[config.mk]
export PLATFORM = sky130hd
export DESIGN_NAME = uart_rx
export DESIGN_NICKNAME = d
export VERILOG_FILES = /design/src/rtl/uart_rx.sv
export SDC_FILE = /design/constraint.sdc
export NUM_CORES = 1
export LEC_CHECK = 0
export CORE_MARGIN = 4
export CORE_UTILIZATION = 27
export CTS_CLUSTER_DIAMETER = 30
export CTS_CLUSTER_SIZE = 30
export DETAILED_ROUTE_END_ITERATION = 8
export HOLD_SLACK_MARGIN = 0.15
export SETUP_SLACK_MARGIN = 0.4
export SYNTH_ARGS = -nofsm -noshare
export SYNTH_HDL_FRONTEND = slang
export SYNTH_SLANG_ARGS = --single-unit
[constraint.sdc]
create_clock -name clk -period 2 [get_ports clk]
set_input_delay 0.3 -clock clk [delete_from_list [all_inputs] [get_ports clk]]
set_output_delay 0.3 -clock clk [all_outputs]
set_load 0.02 [all_outputs]
[src/rtl/uart_rx.sv]
// UART receiver: 2-FF synchronised line, oversampled mid-bit sampling,
// LSB-first deserialisation with stop-bit framing check.
//
// state | meaning
// IDLE  | line idle, waiting for a low on rx_s
// START | confirming the start bit at its midpoint
// DATA  | sampling WORD_LENGHT data bits
// STOP  | sampling the stop bit
// BREAK | framing error seen, waiting for the line to return high
module uart_rx #(
  parameter int WORD_LENGHT = 8,
  parameter int FREQUENCY   = 50000000,
  parameter int BAUDRATE    = 9600,
  parameter int OVERSAMPLE  = 16
) (
  input  logic                   clk,
  input  logic                   rst,
  input  logic                   Rx_in,
  output logic [WORD_LENGHT-1:0] Rx_out,
  output logic                   new_Rx,
  output logic                   frame_error,
  output logic                   busy
);

  localparam int DIV   = FREQUENCY / (BAUDRATE * OVERSAMPLE);
  // DIV == 1 would give a zero-width counter; keep at least one bit.
  localparam int DIV_W = (DIV > 1) ? $clog2(DIV) : 1;
  localparam int S_W   = $clog2(OVERSAMPLE);
  localparam int B_W   = $clog2(WORD_LENGHT + 1);

  localparam logic [DIV_W-1:0] DIV_LAST = DIV_W'(DIV - 1);
  localparam logic [S_W-1:0]   S_MID    = S_W'(OVERSAMPLE / 2 - 1);
  localparam logic [S_W-1:0]   S_LAST   = S_W'(OVERSAMPLE - 1);
  localparam logic [B_W-1:0]   B_LAST   = B_W'(WORD_LENGHT - 1);

  localparam logic [2:0] IDLE  = 3'd0;
  localparam logic [2:0] START = 3'd1;
  localparam logic [2:0] DATA  = 3'd2;
  localparam logic [2:0] STOP  = 3'd3;
  localparam logic [2:0] BREAK = 3'd4;

  logic                   rx_meta;
  logic                   rx_s;
  logic [2:0]             state;
  logic [DIV_W-1:0]       div_cnt;
  logic                   tick;
  logic [S_W-1:0]         s_cnt;
  logic [B_W-1:0]         bit_cnt;
  logic [WORD_LENGHT-1:0] shift;

  always_ff @(posedge clk or posedge rst) begin
    if (rst) begin
      rx_meta <= 1'b1;
      rx_s    <= 1'b1;
    end else begin
      rx_meta <= Rx_in;
      rx_s    <= rx_meta;
    end
  end

  // Held at zero while idle so the tick phase is aligned to the start edge.
  always_ff @(posedge clk or posedge rst) begin
    if (rst)
      div_cnt <= '0;
    else if (state == IDLE || div_cnt == DIV_LAST)
      div_cnt <= '0;
    else
      div_cnt <= div_cnt + 1'b1;
  end

  assign tick = (div_cnt == DIV_LAST);
  assign busy = (state != IDLE);

  always_ff @(posedge clk or posedge rst) begin
    if (rst) begin
      state       <= IDLE;
      s_cnt       <= '0;
      bit_cnt     <= '0;
      shift       <= '0;
      Rx_out      <= '0;
      new_Rx      <= 1'b0;
      frame_error <= 1'b0;
    end else begin
      new_Rx <= 1'b0;
      case (state)
        IDLE: begin
          s_cnt <= '0;
          if (!rx_s) state <= START;
        end
        START: begin
          if (tick) begin
            if (s_cnt == S_MID) begin
              s_cnt   <= '0;
              bit_cnt <= '0;
              if (rx_s) begin
                state <= IDLE;
              end else begin
                state       <= DATA;
                frame_error <= 1'b0;
              end
            end else begin
              s_cnt <= s_cnt + 1'b1;
            end
          end
        end
        DATA: begin
          if (tick) begin
            if (s_cnt == S_LAST) begin
              s_cnt   <= '0;
              shift   <= {rx_s, shift[WORD_LENGHT-1:1]};
              bit_cnt <= bit_cnt + 1'b1;
              if (bit_cnt == B_LAST) state <= STOP;
            end else begin
              s_cnt <= s_cnt + 1'b1;
            end
          end
        end
        STOP: begin
          if (tick) begin
            if (s_cnt == S_LAST) begin
              s_cnt <= '0;
              // Leaving at mid stop bit leaves room for a zero-gap next start bit.
              if (rx_s) begin
                Rx_out <= shift;
                new_Rx <= 1'b1;
                state  <= IDLE;
              end else begin
                frame_error <= 1'b1;
                state       <= BREAK;
              end
            end else begin
              s_cnt <= s_cnt + 1'b1;
            end
          end
        end
        BREAK: begin
          if (rx_s) state <= IDLE;
        end
        default: state <= IDLE;
      endcase
    end
  end

endmodule
==> results.toml <==
[timing]
setup-tns-final_ns = 0
worstMarginPinSlew_ns = 0.4926
rsz0062_at_grt = "yes"
setup_viol = 0
final_hold_viol_count = 0
finClkSkew_ns = 0.006323
clock.fmax_ghz = 0.5722
post-route-min-period_ns = 1.748
max_slew_margin = 0.6716
drv_slew = 0
timing.final.crit_share = 0.8739

[floorplanning]
boundaryPins = 14
coreArea_sq_mm = 0.006832
die_w_um = 92.07
die-area_sq_mm = 0.008476
die_height_um = 92.07
num_rows = 30
start_util = 0.2793

[final_layout]
most-common-layout-cells = "37 x dfrtp_1, 19 x buf_4, 13 x nor2_1"
drive_gt1_frac = 0.3800
diodes = 0
finalNetCount = 206
final_cell_area_sq_mm = 0.002547
layout_commonest_cell = "dfrtp_1"
syn2layout_area_growth_pct = 33.51

[clock_network]
clockRootBuffer = "clkbuf_8"
cts_buffers = 5
clock_sinks = 40
cts_buffer_depth = 2
clkSlewWorstSetupHoldPaths_ns = 0.08
cts_tree = "built"
ctsHoldBuffers = 0
insertion_delay_ns = 0.30
cts-htree-levels = 2

[critical_path]
cp.arrival_ns = 1.93
start_kind = "flip-flop"
cp.buffers_inverters = 2
crit_slowest_cell = "dfrtp_1"
worstSetupPathType = "reg -> reg"
worstPathMaxFanout = 8
worstPathRequired_ns = 2.18
cp_top_family = "simple AND/OR/NAND/NOR gates"
cpPeakStageDelay_ns = 0.42
critical_path.cell_chain = "nor4b_4 > buf_4 > nand2_4 > nor3_4 > buf_12 > mux2_4"
crit_path_end_kind = "flip-flop"

[yosys]
synthesis.nets = 170
synth_cell_types = 46
synthFlopType = "dfrtp_1"
synth_warnings = 0
ys_ff_latch = 40
netlist_instances = 163
synth_edf_count = 0
syn_area_sq_mm = 0.001908
ys_seq_area_frac = 0.5259
async_flop_share = 1.000
syn_avg_cell_area_sq_um = 11.71

[placement]
dpl_cell_area_sq_mm = 0.002188
hpwl_um = 2387
io_buffers = 13
gp_congestion = 0.7817

[route]
num_vias = 1330
drt_iter0_markers = 40
ant_nets = 0
first_pass_iters = 4
vias_per_cell = 4.493
wl_um = 3835
drc = 0
wl_per_cell_um = 12.96

[pwr]
finalPower_uw = 1370
power_leakage_uw = 0.001151
peakVddDrop_uv = 270.9
p_per_area_mw_per_mm2 = 537.8

[global_route]
grt_pass1_wl_um = 6444
overflow = 0
grtUsageTotal = 0.09536
antenna_found_initial = 0
grt_max_degree = 41
grt_pass1_vias = 1326

[min_path]
holdCritPathClass = "reg -> reg"

[run_status]
status = "finished, final reports clean"

[run]
max_cap_violations = 0
[cell usage after synthesis (all sizes together), types with 4 or more instances]
master,n,share of area
dfrtp,38,0.50
o21ai,7,0.018
nor2,13,0.026
inv,6,0.012
a21oi,5,0.013
ha,4,0.026
mux2,18,0.11
o31ai,4,0.016
nand2,11,0.026
or3,5,0.020
xnor2,4,0.018
nand3,7,0.021
[sequential cells by signal, summed over array words and instances (netlist names)]
register and cells:
s_cnt 4, frame_error 1, bit_cnt 4, rx_s 1, Rx_out 8, state 3, new_Rx 1, div_cnt 9
shift 8, rx_meta 1
[stage by stage]
stage	instances	util	hold slack, ns	setup WS, ns
final	296	0.3729	0.3615	0.2522
after global routing	296	0.3729	0.3680	0.1982
after CTS	292	0.3595	0.3633	0.2934
after detailed placement	274	0.3203	0.3518	0.08101
after global placement	274	0.3203	0.3467	0.1232
after floorplan	163	-	0.3045	0.2398
[worst paths after layout]
kind                       slack [ns]                 start  cells past startpoint                   end
setup / recovery                 0.25  div_cnt[3]$_DFF_PP0_                      6  shift[4]$_DFFE_PP0P_
hold reg to reg                  0.36     rx_meta$_DFF_PP1_                      0        rx_s$_DFF_PP1_
min in group asynchronous        0.43                   rst                      3  state[1]$_DFFE_PP0P_
hold / removal                   0.36     rx_meta$_DFF_PP1_                      0        rx_s$_DFF_PP1_
max in group asynchronous        1.20                   rst                      3     rx_meta$_DFF_PP1_
setup reg to reg                 0.25  div_cnt[3]$_DFF_PP0_                      6  shift[4]$_DFFE_PP0P_
[cell type report]
type                            count  area [sq um]
Fill cell                         689          4284
Multi-Input combinational cell    113          1013
Sequential cell                    40          1005
Timing Repair Buffer               33         299.0
Tap cell                           96         120.1
Clock buffer                        5         68.82
Inverter                            6         22.52
Clock inverter                      3         18.77
[power by group]
group	switching [uW]	internal, uW
Clock	290	243
Combinational	15.9	5.09
Sequential	4.34	812
[worst register-to-register path, cell delays in order, from the launching register on]
cell and delay (ns):
dfrtp_1 0.42, nor4b_4 0.32, buf_4 0.17, nand2_4 0.08, nor3_4 0.18, buf_12 0.17, mux2_4 0.30
[cell families after synthesis]
logic type      synth area share
mux                       0.1062
xor+xnor                 0.02754
buf+inv                  0.03016
flops                     0.5259
simple gates              0.1921
compound gates           0.09181
fa+ha+maj                0.02623
[what timing repair did]
action,in CTS,in global routing
gates resized for setup,25,16
setup endpoints to repair,27,29
buffers inserted,9,4
gates cloned,1,0
pin swaps,6,6
[per-layer routing]
metal  vias to the layer above  wire (um)  track usage
met3                         6        115      0.02461
met5                         -          0            0
met2                        19       1764       0.1509
li1                        651          -            -
met1                       654       1902       0.1246
met4                         0         53      0.03713
(Power assumes the default switching activity.)
